===== config.mk =====
export PLATFORM = sky130hd
export DESIGN_NAME = vga_sync_receiver
export DESIGN_NICKNAME = d
export VERILOG_FILES = /design/src/rtl/vga_rx_pkg.sv /design/src/rtl/vga_rx_edge.sv /design/src/rtl/vga_sync_receiver.sv
export SDC_FILE = /design/constraint.sdc
export NUM_CORES = 1
export LEC_CHECK = 0
export ABC_AREA = 1
export ABC_CLOCK_PERIOD_IN_PS = 3510
export BUFFER_PORTS_ARGS = -buffer_cell sky130_fd_sc_hd__buf_2
export CORE_MARGIN = 2
export CORE_UTILIZATION = 43
export DETAILED_ROUTE_END_ITERATION = 8
export GPL_TIMING_DRIVEN = 0
export SKIP_CTS_REPAIR_TIMING = 1
export SYNTH_ARGS = -nofsm -noshare
export SYNTH_HDL_FRONTEND = slang
export SYNTH_SLANG_ARGS = --single-unit

===== constraint.sdc =====
create_clock -name Clk -period 3.51 [get_ports Clk]
set_input_delay 0.1755 -clock Clk [delete_from_list [all_inputs] [get_ports Clk]]
set_output_delay 0.1755 -clock Clk [all_outputs]
set_load 0.02 [all_outputs]

===== src/rtl/vga_rx_pkg.sv =====
// vga_rx_pkg: receiver state encoding and default 640x480@60 timing shared with the generator
package vga_rx_pkg;
  typedef enum logic [1:0] {SEARCH, TRACK, LOCKED} rx_state_t;
  localparam int H_ACTIVE = 640;
  localparam int H_SYNC = 96;
  localparam int H_BP = 48;
  localparam int H_TOTAL = 800;
  localparam int V_ACTIVE = 480;
  localparam int V_SYNC = 2;
  localparam int V_BP = 33;
  localparam int V_TOTAL = 525;
  localparam int LOCK_FRAMES = 2;
  localparam logic [9:0] CNT_MAX = 10'h3ff;
endpackage


===== src/rtl/vga_rx_edge.sv =====
// vga_rx_edge: samples d on ce (sample resets to 1) and flags fall/rise against the previous sample
module vga_rx_edge (
  input  logic Clk,
  input  logic Reset_n,
  input  logic ce,
  input  logic d,
  output logic fall,
  output logic rise
);
  logic s_q, s_d;
  always_comb s_d = ce ? d : s_q;
  always_ff @(posedge Clk or negedge Reset_n)
    if (!Reset_n) s_q <= 1'b1;
    else s_q <= s_d;
  assign fall = ce & s_q & ~d;
  assign rise = ce & ~s_q & d;
endmodule


===== src/rtl/vga_sync_receiver.sv =====
// vga_sync_receiver: rebuilds RxX/RxY from hs/vs edges, checks timing, locks after clean frames; in: Clk Reset_n pix_ce hs vs blank clr_err, out: RxX RxY rx_active locked frame_start err_* lock_loss_cnt
module vga_sync_receiver
  import vga_rx_pkg::*;
#(
  parameter int HA = H_ACTIVE,
  parameter int HS = H_SYNC,
  parameter int HB = H_BP,
  parameter int HT = H_TOTAL,
  parameter int VA = V_ACTIVE,
  parameter int VS = V_SYNC,
  parameter int VB = V_BP,
  parameter int VT = V_TOTAL,
  parameter int LF = LOCK_FRAMES
) (
  input  logic       Clk,
  input  logic       Reset_n,
  input  logic       pix_ce,
  input  logic       hs,
  input  logic       vs,
  input  logic       blank,
  input  logic       clr_err,
  output logic [9:0] RxX,
  output logic [9:0] RxY,
  output logic       rx_active,
  output logic       locked,
  output logic       frame_start,
  output logic       err_h,
  output logic       err_v,
  output logic       err_blank,
  output logic [7:0] lock_loss_cnt
);
  localparam logic [9:0] H_LAST = 10'(HT - 1);
  localparam logic [9:0] H_SW = 10'(HS);
  localparam logic [9:0] H_OFF = 10'(HS + HB);
  localparam logic [9:0] H_END = 10'(HS + HB + HA - 1);
  localparam logic [9:0] V_LAST = 10'(VT - 1);
  localparam logic [9:0] V_SW = 10'(VS);
  localparam logic [9:0] V_OFF = 10'(VS + VB);
  localparam logic [9:0] V_END = 10'(VS + VB + VA - 1);
  localparam logic [3:0] GOOD_N = 4'(LF);
  logic hs_fall, hs_rise, vs_start, vs_end;
  logic h_fail, v_fail, fail, tracking;
  rx_state_t state_q, state_d;
  logic [3:0] good_q, good_d;
  logic [9:0] h_cnt_q, h_cnt_d, v_cnt_q, v_cnt_d, rx_x_q, rx_x_d, rx_y_q, rx_y_d;
  logic rx_active_q, rx_active_d, locked_q, locked_d, frame_start_q, frame_start_d;
  logic err_h_q, err_h_d, err_v_q, err_v_d, err_blank_q, err_blank_d;
  logic [7:0] lock_loss_q, lock_loss_d;
  vga_rx_edge u_hs (.Clk(Clk), .Reset_n(Reset_n), .ce(pix_ce), .d(hs), .fall(hs_fall), .rise(hs_rise));
  // vs is only looked at on hs_fall, so its sample register is the per-line vs_l
  vga_rx_edge u_vs (.Clk(Clk), .Reset_n(Reset_n), .ce(hs_fall), .d(vs), .fall(vs_start), .rise(vs_end));
  always_comb begin
    h_cnt_d = hs_fall ? '0 : (pix_ce && h_cnt_q != CNT_MAX) ? h_cnt_q + 10'd1 : h_cnt_q;
    v_cnt_d = vs_start ? '0 : (hs_fall && v_cnt_q != CNT_MAX) ? v_cnt_q + 10'd1 : v_cnt_q;
    // sync-width checks use the post-update count so the first high sample counts as the width
    h_fail = (hs_fall && h_cnt_q != H_LAST) || (hs_rise && h_cnt_d != H_SW) ||
             (pix_ce && !hs_fall && h_cnt_q == CNT_MAX);
    v_fail = (vs_start && v_cnt_q != V_LAST) || (vs_end && v_cnt_d != V_SW) ||
             (hs_fall && !vs_start && v_cnt_q == CNT_MAX);
    tracking = state_q != SEARCH;
    fail = tracking && (h_fail || v_fail);
    rx_active_d = h_cnt_d >= H_OFF && h_cnt_d <= H_END && v_cnt_d >= V_OFF && v_cnt_d <= V_END;
    rx_x_d = rx_active_d ? h_cnt_d - H_OFF : '0;
    rx_y_d = rx_active_d ? v_cnt_d - V_OFF : '0;
    state_d = state_q;
    good_d = good_q;
    if (state_q == SEARCH) begin
      state_d = vs_start ? TRACK : SEARCH;
      good_d = vs_start ? '0 : good_q;
    end else if (fail) begin
      state_d = SEARCH;
    end else if (vs_start && state_q == TRACK) begin
      good_d = good_q + 4'd1;
      state_d = (good_d == GOOD_N) ? LOCKED : TRACK;
    end
    locked_d = state_d == LOCKED;
    frame_start_d = vs_start;
    err_h_d = (err_h_q && !clr_err) || (tracking && h_fail);
    err_v_d = (err_v_q && !clr_err) || (tracking && v_fail);
    err_blank_d = (err_blank_q && !clr_err) || (state_q == LOCKED && pix_ce && blank != rx_active_d);
    lock_loss_d = (state_q == LOCKED && fail && lock_loss_q != 8'hff) ? lock_loss_q + 8'd1 : lock_loss_q;
  end
  always_ff @(posedge Clk or negedge Reset_n)
    if (!Reset_n) begin
      state_q <= SEARCH;
      good_q <= '0;
      h_cnt_q <= '0;
      v_cnt_q <= '0;
      rx_x_q <= '0;
      rx_y_q <= '0;
      rx_active_q <= 1'b0;
      locked_q <= 1'b0;
      frame_start_q <= 1'b0;
      err_h_q <= 1'b0;
      err_v_q <= 1'b0;
      err_blank_q <= 1'b0;
      lock_loss_q <= '0;
    end else begin
      state_q <= state_d;
      good_q <= good_d;
      h_cnt_q <= h_cnt_d;
      v_cnt_q <= v_cnt_d;
      rx_x_q <= rx_x_d;
      rx_y_q <= rx_y_d;
      rx_active_q <= rx_active_d;
      locked_q <= locked_d;
      frame_start_q <= frame_start_d;
      err_h_q <= err_h_d;
      err_v_q <= err_v_d;
      err_blank_q <= err_blank_d;
      lock_loss_q <= lock_loss_d;
    end
  assign RxX = rx_x_q;
  assign RxY = rx_y_q;
  assign rx_active = rx_active_q;
  assign locked = locked_q;
  assign frame_start = frame_start_q;
  assign err_h = err_h_q;
  assign err_v = err_v_q;
  assign err_blank = err_blank_q;
  assign lock_loss_cnt = lock_loss_q;
endmodule


==> metrics.cfg <==
[status]
status = completed

[floorplanning]
dieArea_um2 = 9440
coreArea_um2 = 8300
rows = 33
pin_count = 41
die_x_um = 97.1
start_util_pct = 44.9
die_h_um = 97.1

[placed_design]
place_hpwl_mm = 6.01
io_buffers = 39
placed_cell_area_um2 = 4080
gp_congestion = 0.834
pre_cts_ws_ns = 0.511
dp.cells = 618

[sta]
relSlewSlack_pct = 62.6
drv_slew = 0
period_needed_ns = 2.94
rsz0062_at_grt = no
worst_pin_slew_ns = 0.561
totalNegativeSetupSlack_ns = 0
fin_hold_ws_ns = 0.0647
max_clock_freq_ghz = 0.340
fin_skew_ns = 0.0132
hold_violations = 0
setup_viol = 0
fin_crit_sh_pct = 83.8
finalWorstSetupSlack_ns = 0.569

[global_routing]
track_usage_pct = 18.4
gr-total-overflow = 0
grt_pass1_wl_mm = 14.1
grt_max_degree = 40
grt_pass1_vias = 3069
antenna_found_initial = 0

[layout]
drive_above_1_share_pct = 23.2
fin_nets = 544
multi_input_area_um2 = 1830
fin_cells = 635
design_area_um2 = 4320
fillers = 828
diodes = 0
final-seq-area_um2 = 1550
final_util_pct = 52.0
area_delta_synth_final_pct = 15.7

[worst_hold_path]
worstHoldPathCells = 3
worstHoldStart = vs
worst_hold_path.endpoint = u_vs.s_q
worstHoldPathType = input pin to flop

[route]
first_pass_iters = 4
wirelength_mm = 7.98
first_iter_violations = 142
dr_total_vias = 3036
routedWlPerCell_um = 12.6
drtAntennaViolNets = 0
drc = 0
vias_per_cell = 4.78

[critical_path]
critPathSlowestCell = dfrtp_1
timing.rr.start = v_cnt_q[0]
path_buf_inv = 1
path_cells = ha_1 -> nand3_2 -> nor2_4 -> a21oi_2 -> o21ai_0 -> and2_1 -> ha_1 -> inv_1 -> nand3_2 -> o21ai_2 -> nand2_1 -> nand3_1 -> nor2_2 -> nand2_1 -> nand3_1 -> nand2_1
r2r_cells = 16
critPathMaxFanout = 7
start_kind = flop
crit_arrival_ns = 3.18
cpPeakStageDelay_ns = 0.39
critPathRequiredTime_ns = 3.75
r2r-end = err_blank
rrSetupSlack_ns = 0.57
cpMostUsedCell = nand2_1
cpLargestDelayFamily = simple AND/OR/NAND/NOR gates
critPathKind = flop to flop
end_kind = flop

[logic_synthesis]
synth_area_um2 = 3730
yosysSeqAreaShare_pct = 41.7
synth_area_per_cell_um2 = 7.89
synth_cells = 473
yosysUniqueCellTypes = 39
synth-seq-cells = 62
syn_nets = 492
synth_warnings = 0

[clock_network]
cts_tree = yes
cts_buffer_depth = 2
clk_pin_slew_ns = 0.07
h-tree-depth = 3
root_buffer = clkbuf_8
cts_num_sinks = 62
insertion_delay_ns = 0.35
cts_inserted_buffers = 9

[power_and_ir_drop]
p_total_mw = 3.07
p_per_area_nw_per_um2 = 711
p_leak_nw = 2.33
vdd_drop_max_mv = 0.293

[job]
cap_violations = 0

layout by cell type (no fill, tap or decap), types with 8 or more instances in the layout:
master    synthesis  routed
inv_1            66      66
ha_1             12      12
buf_2             2      41
clkbuf_8          0       9
nand4_1          14      14
dfrtp_1          60      60
nor2_1           42      42
nand3_2          18      18
nor2_2           15      15
nand2_1         127     127
o21ai_0           8       8
xor2_1           11      11
nand3_1          39      39
worst min-delay path: stages:
cell and delay, ns:
buf_2 0.11, nand2_1 0.07, nand2_1 0.05
logic make-up (layout without fill, tap and decap cells):
kind of cell / Yosys count / in the layout / share of synthesized area, %
AO/OA/AOI/OAI: 22 / 22 / 3.59
AND/OR/NAND/NOR: 282 / 282 / 38.4
flip-flops: 62 / 62 / 41.7
XOR/XNOR: 13 / 13 / 3.05
buffers and inverters: 82 / 139 / 9.26
adder cells (fa/ha/maj): 12 / 12 / 4.03
Yosys cell counts (all sizes together):
library cell	count	area (µm²)
xnor2	2	17.5
inv	72	270
ha	12	150
o21ai	12	63.8
nor3	6	41.3
dfrtp	60	1500
nor3b	1	7.51
or2	2	12.5
nand4	15	109
a21oi	7	46.3
nand2	134	531
and3	1	6.26
nor2	60	285
buf	7	62.6
clkbuf	2	7.51
nand3	58	393
nand3b	3	35.0
o22ai	2	12.5
clkinv	1	5.00
nor4	1	6.26
dfstp	2	52.6
xor2	11	96.3
and2	1	6.26
o21bai	1	11.3
where the power goes:
group	internal [mW]	switching [mW]	leakage [nW]
registers	0.922	0.166	0.810
clock network	0.472	0.282	0.115
logic	0.407	0.821	1.41
total	1.80	1.27	2.33
registers in the layout, indices dropped and copies added (netlist names), 2 cells and up:
signal,flops
RxX,10
h_cnt_q,10
state_q,2
good_q,4
lock_loss_cnt,8
v_cnt_q,10
RxY,10
how the worst max path moves through the flow:
| stage | endpoint | cells after the start | startpoint | slack [ns] |
|---|---|---|---|---|
| global route | RxY[2] | 15 | v_cnt_q[1] | 0.22 |
| floorplan | lock_loss_cnt[6] | 21 | h_cnt_q[0] | 0.98 |
| global placement | err_blank | 16 | v_cnt_q[0] | 0.54 |
| detailed placement | err_blank | 16 | v_cnt_q[0] | 0.51 |
| finish | err_blank | 16 | v_cnt_q[0] | 0.57 |
| CTS | err_blank | 16 | v_cnt_q[0] | 0.50 |
area by class of cell:
class	instances	share of cell area [%]
sequential	62	36.0
buffer	9	1.62
clock buffer	12	3.13
inverter	73	6.38
tap	105	3.04
timing repair buffer	41	5.22
clock inverter	4	2.20
multi-input combinational	329	42.4
per-layer routing:
layer | vias to the layer above | wire length [µm] | GRT usage, %
li1 | 1589 | - | -
met1 | 1396 | 3720 | 23.5
met2 | 39 | 3860 | 30.8
met3 | 12 | 258 | 4.10
met4 | 0 | 144 | 6.50
met5 | - | 0 | 0
Note: power is estimated with default switching activity, not from simulation.
